**src/rtl/hazard_flush_ctrl_pkg.sv**
```systemverilog
// Shared definitions for the hazard / flush controller.
//   state_e  : controller FSM states (RUN, FLUSH)
//   RegZero  : hard-wired zero register, never a hazard source
//   FcntW    : width of the remaining-flush down-counter
//   CntW     : width of the statistics counters
package hazard_flush_ctrl_pkg;

  localparam int unsigned FcntW = 2;
  localparam int unsigned CntW  = 16;
  localparam int unsigned RegW  = 3;

  localparam logic [RegW-1:0] RegZero = '0;

  typedef enum logic {
    RUN   = 1'b0,
    FLUSH = 1'b1
  } state_e;

endpackage

```
**src/rtl/sat_counter16.sv**
```systemverilog
// Saturating statistics counter.
//   clk_i  : clock, rising edge
//   rst_n  : asynchronous active-low reset, clears the count
//   inc_i  : increment by one at the edge (holds at all-ones)
//   clr_i  : synchronous clear, wins over inc_i
//   cnt_o  : current count
module sat_counter16
  import hazard_flush_ctrl_pkg::*;
(
  input  logic            clk_i,
  input  logic            rst_n,
  input  logic            inc_i,
  input  logic            clr_i,
  output logic [CntW-1:0] cnt_o
);

  logic [CntW-1:0] r_cnt;

  always_ff @(posedge clk_i or negedge rst_n) begin
    if (!rst_n) begin
      r_cnt <= '0;
    end else if (clr_i) begin
      r_cnt <= '0;
    end else if (inc_i && (r_cnt != '1)) begin
      r_cnt <= r_cnt + CntW'(1);
    end
  end

  assign cnt_o = r_cnt;

endmodule

```
**src/rtl/hazard_flush_ctrl.sv**
```systemverilog
// Pipeline hazard and control-flow flush controller.
// Detects load-use hazards between ID/EX and IF/ID, inserts stall bubbles,
// and flushes IF/ID (and ID/EX on a taken branch) for a programmable number
// of cycles after a redirect. Keeps saturating stall / redirect statistics.
//   clk_i, rst_n                 : clock, async active-low reset
//   IDEX_MEM_read, IDEX_RT_reg   : load in ID/EX and its destination
//   IFID_RS_reg/RT_reg/use_rs/rt : IF/ID source operands and their use flags
//   Branch_taken                 : branch resolved taken in EX
//   Jump_ID                      : jump decoded in ID
//   stat_clr                     : synchronous statistics clear
//   PC_write, IF_ID_write        : pipeline write enables
//   Data_ID_EX_Flush             : load-use bubble into ID/EX
//   Branch_IF_ID_Flush/ID_EX     : redirect flushes
//   stall_cnt_o, flush_cnt_o     : saturating statistics
module hazard_flush_ctrl
  import hazard_flush_ctrl_pkg::*;
#(
  parameter int unsigned BR_FLUSH_CYC  = 1,
  parameter int unsigned JMP_FLUSH_CYC = 1
) (
  input  logic            clk_i,
  input  logic            rst_n,
  input  logic            IDEX_MEM_read,
  input  logic [RegW-1:0] IDEX_RT_reg,
  input  logic [RegW-1:0] IFID_RS_reg,
  input  logic [RegW-1:0] IFID_RT_reg,
  input  logic            IFID_use_rs,
  input  logic            IFID_use_rt,
  input  logic            Branch_taken,
  input  logic            Jump_ID,
  input  logic            stat_clr,
  output logic            PC_write,
  output logic            IF_ID_write,
  output logic            Data_ID_EX_Flush,
  output logic            Branch_IF_ID_Flush,
  output logic            Branch_ID_EX_Flush,
  output logic [CntW-1:0] stall_cnt_o,
  output logic [CntW-1:0] flush_cnt_o
);

  // Remaining IF/ID flush cycles after the redirect cycle itself.
  localparam logic [FcntW-1:0] BrReload  = FcntW'(BR_FLUSH_CYC - 1);
  localparam logic [FcntW-1:0] JmpReload = FcntW'(JMP_FLUSH_CYC - 1);

  state_e           r_state;
  state_e           w_state_d;
  logic [FcntW-1:0] r_fcnt;
  logic [FcntW-1:0] w_fcnt_d;

  logic w_hazard;
  logic w_pc_write;
  logic w_ifid_write;
  logic w_data_flush;
  logic w_br_ifid_flush;
  logic w_br_idex_flush;
  logic w_redirect;

  assign w_hazard = IDEX_MEM_read && (IDEX_RT_reg != RegZero) &&
                    ((IFID_use_rs && (IFID_RS_reg == IDEX_RT_reg)) ||
                     (IFID_use_rt && (IFID_RT_reg == IDEX_RT_reg)));

  always_ff @(posedge clk_i or negedge rst_n) begin
    if (!rst_n) begin
      r_state <= RUN;
      r_fcnt  <= '0;
    end else begin
      r_state <= w_state_d;
      r_fcnt  <= w_fcnt_d;
    end
  end

  always_comb begin
    w_state_d       = r_state;
    w_fcnt_d        = r_fcnt;
    w_pc_write      = 1'b1;
    w_ifid_write    = 1'b1;
    w_data_flush    = 1'b0;
    w_br_ifid_flush = 1'b0;
    w_br_idex_flush = 1'b0;
    w_redirect      = 1'b0;

    if (Branch_taken) begin
      // A taken branch overrides everything, including an active flush window.
      w_br_ifid_flush = 1'b1;
      w_br_idex_flush = 1'b1;
      w_redirect      = 1'b1;
      if (BR_FLUSH_CYC > 1) begin
        w_state_d = FLUSH;
        w_fcnt_d  = BrReload;
      end else begin
        w_state_d = RUN;
        w_fcnt_d  = '0;
      end
    end else begin
      unique case (r_state)
        RUN: begin
          if (w_hazard) begin
            // Stall; a pending jump stays in IF/ID and is taken next cycle.
            w_pc_write   = 1'b0;
            w_ifid_write = 1'b0;
            w_data_flush = 1'b1;
          end else if (Jump_ID) begin
            w_br_ifid_flush = 1'b1;
            w_redirect      = 1'b1;
            if (JMP_FLUSH_CYC > 1) begin
              w_state_d = FLUSH;
              w_fcnt_d  = JmpReload;
            end
          end
        end
        FLUSH: begin
          // IF/ID holds a bubble, so hazard and jump inputs are meaningless.
          w_br_ifid_flush = 1'b1;
          if (r_fcnt > FcntW'(1)) begin
            w_fcnt_d = r_fcnt - FcntW'(1);
          end else begin
            w_state_d = RUN;
            w_fcnt_d  = '0;
          end
        end
        default: begin
          w_state_d = RUN;
          w_fcnt_d  = '0;
        end
      endcase
    end
  end

  // Reset forces safe pipeline controls without waiting for a clock.
  assign PC_write           = rst_n ? w_pc_write      : 1'b1;
  assign IF_ID_write        = rst_n ? w_ifid_write    : 1'b1;
  assign Data_ID_EX_Flush   = rst_n ? w_data_flush    : 1'b0;
  assign Branch_IF_ID_Flush = rst_n ? w_br_ifid_flush : 1'b0;
  assign Branch_ID_EX_Flush = rst_n ? w_br_idex_flush : 1'b0;

  sat_counter16 u_stall_cnt (
    .clk_i (clk_i),
    .rst_n (rst_n),
    .inc_i (w_data_flush),
    .clr_i (stat_clr),
    .cnt_o (stall_cnt_o)
  );

  sat_counter16 u_flush_cnt (
    .clk_i (clk_i),
    .rst_n (rst_n),
    .inc_i (w_redirect),
    .clr_i (stat_clr),
    .cnt_o (flush_cnt_o)
  );

endmodule

```
**config.mk**
```make
export PLATFORM = sky130hd
export DESIGN_NAME = hazard_flush_ctrl
export DESIGN_NICKNAME = d
export VERILOG_FILES = /design/src/rtl/hazard_flush_ctrl_pkg.sv /design/src/rtl/sat_counter16.sv /design/src/rtl/hazard_flush_ctrl.sv
export SDC_FILE = /design/constraint.sdc
export NUM_CORES = 1
export LEC_CHECK = 0
export CAP_MARGIN = 20
export CORE_MARGIN = 2
export CORE_UTILIZATION = 40
export CTS_CLUSTER_SIZE = 12
export DETAILED_ROUTE_END_ITERATION = 6
export HOLD_SLACK_MARGIN = 0.1
export PLACE_DENSITY = 0.66
export SETUP_SLACK_MARGIN = 0.3
export SYNTH_ARGS = -nofsm -noshare
export SYNTH_HDL_FRONTEND = slang
export SYNTH_SLANG_ARGS = --single-unit
```
**constraint.sdc**
```tcl
create_clock -name clk_i -period 2.8 [get_ports clk_i]
set_clock_uncertainty 0.15 [all_clocks]
set_input_delay 0.28 -clock clk_i [delete_from_list [all_inputs] [get_ports clk_i]]
set_output_delay 0.28 -clock clk_i [all_outputs]
set_load 0.03 [all_outputs]
```
== After elaboration in Yosys (flattened, before gate mapping) ==
Cells that the tools add are included.
Storage, ports and cells
  word-level logic and storage cells: 51
  bits of input ports: 17
  output and inout bits: 37
  register bits after elaboration: 35
Operators by class
  add/sub/neg operators: 3
  $lt $le $gt $ge: 1
  reduce and logical (&&, ||, !) cells: 11
  bitwise logic cells: 1
  equality and inequality tests: 4
  multiplexer cells: 27
Operators by type and width (count)
  16-bit 2-to-1 mux: 4
  16-bit by 1-bit adder with 16-bit output (second input constant): 2
  16-bit inequality test (second input constant): 2
  1-bit 2-to-1 mux: 19
  3-bit equality test: 2
  1-bit logical AND: 6
  2-bit 2-to-1 mux: 3
  2-bit nonzero test: 3
  3-bit nonzero test: 1
  2-bit by 1-bit greater-than comparator with 1-bit output (second input constant): 1
  1-bit one-hot mux with 2 select lines: 1
  2-bit by 1-bit subtractor with 2-bit output (second input constant): 1
  1-bit logical OR: 1
  1-bit inverter: 1

== Depth between registers and ports, before layout ==
Gate-level depths: netlist of the first run.
  depth in word-level cells: 10
  mapped depth: 8
  gate-level depth less buffers: 7

== Cells and area by module ==
From an unflattened synthesis of the first run, not the netlist that was laid out.
Unflattened totals
  cells, all modules: 223
  area total of the unflattened synthesis: 2150.8 sq um
Modules (own cells, without submodules)
  sat_counter16: sequential area each 400.4 sq um, instances 2, cells each 98, area each 942.2 sq um
  hazard_flush_ctrl: sequential area each 75.1 sq um, instances 1, cells each 27, area each 266.5 sq um

== Least setup slack after synthesis of the first run ==
OpenSTA, ideal clock, no wires.
  path kind: input port to output port
  start: in IDEX_RT_reg[0]
  end: out PC_write
  required time: 2.370 ns
  buffers on the path: 2
  slack: 0.267 ns
  data arrival time: 2.103 ns
  stages on the path: 7
  path through: xnor2_1 -> nand4_2 -> a2111oi_4 -> buf_2 -> and2_1 -> inv_1 -> buf_4
Between the ends
  word-level cells in the longest chain between the ends: 8
  elaborated cells between the ends (all ways): 12
  classes of those cells: 2 x eq/ne; 4 x mux; 6 x reduce/logical
RTL lines
  start, declared: line hazard_flush_ctrl.sv:24  | input logic [RegW-1:0] IDEX_RT_reg,
  3-bit equality test (on tied branches): line hazard_flush_ctrl.sv:59, hazard_flush_ctrl.sv:60
  1-bit logical AND (on tied branches): line hazard_flush_ctrl.sv:59, hazard_flush_ctrl.sv:60
  1-bit logical OR: line hazard_flush_ctrl.sv:59  | ((IFID_use_rs && (IFID_RS_reg == IDEX_RT_reg)) ||
  1-bit logical AND *: line hazard_flush_ctrl.sv:58  | assign w_hazard = IDEX_MEM_read && (IDEX_RT_reg != RegZero) &&
  1-bit 2-to-1 mux * (4 in a row)
  end, declared: line hazard_flush_ctrl.sv:32  | output logic PC_write,
Every way passes the cells marked *; elsewhere a longest branch is shown, timed or not.

== Worst setup path after layout of the first run ==
  start: in IFID_RS_reg[1]
  end: out Data_ID_EX_Flush
Between the ends
  word-level cells in the longest chain between the ends: 8
RTL lines
  start, declared: line hazard_flush_ctrl.sv:25  | input logic [RegW-1:0] IFID_RS_reg,
  3-bit equality test: line hazard_flush_ctrl.sv:59
  1-bit logical AND: line hazard_flush_ctrl.sv:59
  1-bit logical OR: line hazard_flush_ctrl.sv:59
  1-bit logical AND: line hazard_flush_ctrl.sv:58
  1-bit 2-to-1 mux: line hazard_flush_ctrl.sv:97  | if (w_hazard) begin
  1-bit 2-to-1 mux: line hazard_flush_ctrl.sv:95  | unique case (r_state)
  1-bit 2-to-1 mux: line hazard_flush_ctrl.sv:82  | if (Branch_taken) begin
  1-bit 2-to-1 mux: line hazard_flush_ctrl.sv:132  | assign Data_ID_EX_Flush = rst_n ? w_data_flush : 1'b0;
  end, declared: line hazard_flush_ctrl.sv:34  | output logic Data_ID_EX_Flush,
Every way passes these cells.

==> results by group, run 1 <==
Final layout
  • Commonest non-fill, non-tap cell in the layout: clkdlybuf4s50_1
  • Finished Cell Area: 0.00283 mm²
  • Most frequent cells in the layout: clkdlybuf4s50_1 (45), dfrtp_1 (35), nor2_1 (29)
  • Multi-input gate area: about 0.0011 mm²
  • Post-Route Utilization: 58.8%
  • Reg area: ~900 µm²
  • NumNets Final: slightly below 300
  • Share of layout cells above drive strength 1: 16.8%
  • # fillers: around 440
  • Ant diodes: 0
  • Post-route insts no fill: ~350
  • Layout overhead on the synthesized area: 39.2%

Placed design
  • Placed Area: between 0.002 and 0.003 mm²
  • RD Place Congestion: 0.819
  • Dpl hpwl: approximately 3500 µm
  • Port Buffer Count: between 50 and 60
  • Dpl cells: 335

Setup path
  • Worst r2r src: u_flush_cnt.cnt_o[0]
  • R2R Path End: u_flush_cnt.cnt_o[11]
  • CP Data Arrival Time: 1.97 ns
  • Crit Path Category: in -> out
  • R2R setup slack: 0.47 ns
  • CP Cell Sequence: clkdlybuf4s50_1, xnor2_1, nand4_1, a2111oi_4, and2_4, buf_4, buf_4
  • CP top delay family: buffers and inverters
  • CP endpoint kind: primary output
  • Worst setup SP type: input pin
  • Critical path's largest stage delay: about 0.49 ns
  • WP buf/inv: 3
  • Slowest cell on the critical path: clkdlybuf4s50_1
  • Worst Reg2Reg Path Length in Cells: 7
  • Most frequent CP cell: buf_4
  • Crit-path max FO: 2
  • Worst Path Required: roughly 2.4 ns

Timing
  • Tightest Pin Transition: ~0.47 ns
  • Max Slew Vio Count: 0
  • Max_slew headroom: 67.5%
  • Fin crit period: roughly 2.4 ns
  • Fin crit share: ~86%
  • Final setup vio count: 0
  • RSZ-0062 raised after global routing: false
  • Final hold violation count: 0
  • Setup TNS Final: 0 ns
  • Max Fclk: ~420 MHz

Clocking
  • Clock buffer depth: 2
  • Clock Sinks: 35
  • Worst skew pair latency: around 0.29 ns
  • H-tree Lvls: 2
  • Total CTS buffers: 5
  • Reg clk slew, reported paths: ~0.07 ns
  • CTS tree: yes
  • Clock root cell: clkbuf_8

Drt
  • Vias per cell: ~5.1
  • Average wire per standard cell: approximately 14 µm
  • # DRC: 0
  • Post-route ant nets: 0
  • Vias post-DR: roughly 1.8k
  • TritonRoute pass-1 iters: 4
  • Routed WL: ~4700 µm
  • Initial detailed-routing violation count: 100

Global route
  • Tot GR Track Use: between 15 and 20%
  • Initial antenna violation count: 0
  • Vias in the first global route: around 1.6k
  • First-pass GRT wire length: 7560 µm
  • Total grt overflow: 0
  • Maximum number of pins on one net before global-route repair: 21

Outcome
  • Status: completed

Flow run
  • Max Cap Viol: 0

Synth
  • Post-synth EDFFs: 0
  • Mapped cell area: slightly above 0.002 mm²
  • Syn Area/Cell: roughly 9.6 µm²
  • Post-synth top flop: dfrtp_1
  • Synth Instances: about 210
  • Cell variety after synth: 42
  • FFs w/ async S/R, synth: between 90% and 100%
  • Yosys warns: 0
  • Syn Nets: around 230
  • Post-synthesis register bit count: 35
  • Post-synthesis sequential area ratio: 43.1%

Pwr
  • Power Density: between 300 and 400 mW/mm²
  • Static leakage: between 1 and 1.5 nW
  • Max VDD drop: between 0.3 and 0.4 mV

Die
  • DIE HEIGHT: 75.3 µm
  • Core footprint: slightly below 0.005 mm²
  • Die X: around 75 µm
  • I/O Pins: 54
  • Starting Density: between 40% and 50%
  • Die area: roughly 0.0057 mm²
  • # rows: 25

Hold path
  • Hold crit path type: in -> async
[sequential cells by signal, indices dropped and copies added (netlist names)]
register           flops
r_state                1
r_fcnt                 2
u_stall_cnt.cnt_o     16
u_flush_cnt.cnt_o     16
[per-layer routing]
metal	share of wire (%)	wire length, µm	GRT usage, %	up-vias
li1	-	-	-	882
met1	46	2130	22.9	839
met2	48	2230	28.4	50
met3	5.1	240	4.23	6
met4	1.5	72	7.21	0
met5	0	0	0	-
[worst max path at each step]
stage	from	endpoint	slack (ns)	depth (start not counted)
after global placement	IDEX_RT_reg[0]	IF_ID_write	0.01	7
after detailed placement	IDEX_RT_reg[0]	PC_write	-0.04	7
final	IFID_RS_reg[1]	Data_ID_EX_Flush	0.40	7
after floorplan	u_flush_cnt.cnt_o[0]	u_flush_cnt.cnt_o[14]	0.35	7
after CTS	IDEX_RT_reg[0]	IF_ID_write	0.30	7
after global routing	IFID_RS_reg[1]	Data_ID_EX_Flush	0.31	7
[worst reg2reg max path: cells and delay by family, from the launching register on]
kind | cells | cell delay [ns]
AOI/OAI and AO/OA | 2 | 0.29
adders and majority gates | 1 | 0.18
DFF | 1 | 0.42
muxes | 1 | 0.27
and+or+nand+nor | 3 | 0.90
[through the flow]
stage               setup slack, ns  hold slack, ns  total power [mW]
finish                        0.397           0.220              1.06
detailed placement          -0.0381         -0.0117             0.667
CTS                           0.303           0.222              1.07
global placement             0.0128        -0.00985             0.665
global route                  0.307           0.239              1.11
floorplan                     0.347          -0.166             0.595
[cells in the mapped netlist, types with 2 or more instances]
library cell   n  area share (%)
a21boi_0       3             1.1
a21o_1         2            0.74
a21oi_1        9             2.2
and2_1         5             1.5
and3_1         6             1.8
and4_1         4             1.7
buf_2          2            0.49
clkbuf_1       6             1.1
dfrtp_1       35              43
ha_1           2             1.2
inv_1          3            0.55
mux2_2         4             2.2
nand2_1       16             3.0
nand3_1        8             2.0
nand4_1       12             3.7
nand4_2        2             1.2
nor2_1        29             5.4
nor2b_1        6             1.8
nor3b_1        2            0.74
o21ai_0        4            0.98
o31ai_1        2            0.74
or3_1          4             1.2
or4_1          4             1.5
xnor2_1       14             6.0
xor2_1        11             4.7
[final cells by class]
cell class,instances,share of cell area (%)
clock buffers,8,3.53
inverters,3,0.398
multi-input cells,164,39.4
flip-flops and latches,35,30.9
well taps,67,2.96
repair buffers,69,22.7
[report_power, final]
group / leakage, nW / internal, mW / switching (mW)
combinational: 0.649 / 0.0666 / 0.0749
sequential: 0.487 / 0.511 / 0.00679
clock: 0.0515 / 0.225 / 0.180
total: 1.19 / 0.802 / 0.261
[kinds of logic after synthesis]
family | after synthesis | synth area share [%]
AND/OR/NAND/NOR | 105 | 28.9
flip-flops | 35 | 43.1
XOR/XNOR | 25 | 10.8
AO/OA/AOI/OAI | 27 | 10.3
adder cells (fa/ha/maj) | 2 | 1.23
multiplexers | 5 | 2.71
buffers and inverters | 13 | 3.08
[repair_timing]
| action | CTS | global route |
|---|---|---|
| resized for setup | 9 | 10 |
| hold endpoints to repair | 35 | 0 |
| buffers inserted | 0 | 2 |
| hold buffers | 1 | 0 |
| pin swaps | 1 | 4 |
| setup endpoints to repair | 2 | 8 |
(Power assumes the default switching activity.)
==> inputs of run 2 (changes only) <==
Settings changed: SETUP_SLACK_MARGIN 0.3 to 0.15.
==> run 2 against run 1 <==
Register-to-register slack worse by 0.06 ns. Combinational power hardly changed. Critical path depth unchanged. Clock power increased by 16%. Via count down 3.0%. Non-clock buffer count down 1. Largest cell class unchanged. Largest power group unchanged. Highest routed layer unchanged.
==> results by group, run 2 (same netlist as run 1, synthesis figures left out) <==
Die
  • # rows: 25 (unchanged)
  • Starting Density: 42.2% (unchanged)
  • Die X: 75.3 µm (unchanged)
  • Die area: 0.00567 mm² (unchanged)
  • I/O Pins: 54 (unchanged)
  • Core footprint: 0.00482 mm² (unchanged)
  • DIE HEIGHT: 75.3 µm (unchanged)

Final layout
  • Layout overhead on the synthesized area: 38.5%
  • Finished Cell Area: 0.00282 mm² (-0.53%)
  • NumNets Final: 296 (-0.34%)
  • Most frequent cells in the layout: clkdlybuf4s50_1 (48), dfrtp_1 (35), nor2_1 (29)
  • Ant diodes: 0 (unchanged)
  • Share of layout cells above drive strength 1: 15.1% (-1.7 points)
  • Commonest non-fill, non-tap cell in the layout: clkdlybuf4s50_1

Clocking
  • Reg clk slew, reported paths: 0.07 ns (about the same)
  • H-tree Lvls: 2 (unchanged)
  • Clock buffer depth: 2 (unchanged)
  • Clock root cell: clkbuf_8
  • Clock Sinks: 35 (unchanged)
  • Worst skew pair latency: 0.29 ns (about the same)
  • CTS tree: yes
  • Total CTS buffers: 5 (unchanged)

Hold path
  • Hold crit path type: in -> async

Timing
  • Setup TNS Final: 0 ns (unchanged)
  • Max Slew Vio Count: 0 (unchanged)
  • Max Fclk: 388 MHz (-6.7%)
  • Tightest Pin Transition: 0.564 ns (+0.0895 ns)
  • Max_slew headroom: 61.4% (-6.1 points)
  • RSZ-0062 raised after global routing: true
  • Final hold violation count: 0 (unchanged)
  • Final setup vio count: 0 (unchanged)
  • Fin crit period: 2.58 ns (+0.173 ns)
  • Fin crit share: 92.0% (+6.2 points)

Drt
  • # DRC: 0 (unchanged)
  • TritonRoute pass-1 iters: 6 (+2)
  • Vias per cell: 4.99 (-2.8%)
  • Average wire per standard cell: 13.3 µm (-1.6%)
  • Initial detailed-routing violation count: 120 (+20%)
  • Routed WL: 4590 µm (-1.9%)
  • Vias post-DR: 1723 (-3.0%)
  • Post-route ant nets: 0 (unchanged)

Placed design
  • Port Buffer Count: 53 (unchanged)
  • Placed Area: 0.00269 mm² (+0.23%)
  • RD Place Congestion: 0.824 (+0.59%)
  • Dpl hpwl: 3470 µm (+0.12%)

Setup path
  • Worst Path Required: 2.37 ns (about the same)
  • Worst setup SP type: input pin
  • Worst r2r src: u_flush_cnt.cnt_o[0]
  • Crit Path Category: in -> out
  • R2R Path End: u_flush_cnt.cnt_o[13]
  • Worst Reg2Reg Path Length in Cells: 7 (unchanged)
  • CP endpoint kind: primary output
  • Worst Setup SP: IDEX_RT_reg[0]
  • CP Data Arrival Time: 2.15 ns (+0.18 ns)
  • Crit-path max FO: 3 (+1)
  • R2R setup slack: 0.41 ns (-0.06 ns)

Global route
  • First-pass GRT wire length: 7700 µm (+1.9%)
  • Tot GR Track Use: 17.9% (+0.28 points)
  • Maximum number of pins on one net before global-route repair: 21 (unchanged)
  • Total grt overflow: 0 (unchanged)
  • Initial antenna violation count: 0 (unchanged)
  • Vias in the first global route: 1660 (+1.6%)

Pwr
  • Max VDD drop: 0.315 mV (+4.3%)
  • Static leakage: 1.16 nW (-2.6%)
  • Pwr Total: 1.13 mW (+5.9%)
  • Power Density: 400 mW/mm² (+6.5%)

Flow run
  • Max Cap Viol: 0 (unchanged)

Outcome
  • Status: completed
run 2: worst max path at each step:
| stage | end | slack, ns | depth (start not counted) |
|---|---|---|---|
| after floorplan | PC_write | 0.27 | 7 |
| after global placement | IF_ID_write | -0.01 | 7 |
| after detailed placement | PC_write | -0.06 | 7 |
| after CTS | PC_write | 0.18 | 7 |
| after global routing | PC_write | 0.10 | 7 |
| final | PC_write | 0.22 | 7 |
run 2: what timing repair did:
item	CTS	global route
gates cloned	0	0
setup buffers	0	0
hold buffers	1	0
endpoints found under the hold margin	35	0
pin swaps	0	1
endpoints found under the setup margin	2	2
gates resized for setup	2	4
run 2: per-layer routing:
layer | global-route usage, % | vias up | share of wire (%)
met3 | 4.76 | 4 | 4.7
li1 | - | 874 | -
met1 | 24.2 | 808 | 47
met4 | 7.02 | 0 | 1.1
met2 | 27.6 | 37 | 47
met5 | 0 | - | 0
run 2: worst max-delay path, cell delays in order:
cell and delay, ns:
clkdlybuf4s50_1 0.47, xnor2_1 0.23, nand4_2 0.18, a2111oi_4 0.40, and2_4 0.21, inv_1 0.05
clkdlybuf4s15_1 0.34
run 2: cell type report:
class	count	area, µm²
Sequential cell	35	876
Multi-Input combinational cell	164	1100
Tap cell	67	83.8
Timing Repair Buffer	68	631
Clock buffer	6	82.6
Fill cell	442	2000
Inverter	3	11.3
Clock inverter	2	35.0
run 2: through the flow:
step | hold slack (ns) | setup WS (ns) | utilization, % | std cells
final | 0.226 | 0.224 | 58.5 | 345
after CTS | 0.223 | 0.181 | 58.5 | 345
after floorplan | -0.166 | 0.267 | - | 212
after detailed placement | -0.00479 | -0.0608 | 55.9 | 336
after global routing | 0.241 | 0.101 | 58.5 | 345
after global placement | -0.00506 | -0.0106 | 55.9 | 336
run 2: power by group:
part	switching, mW	internal [mW]
clock	0.181	0.288
combinational	0.0740	0.0662
sequential	0.00641	0.511
total	0.261	0.865
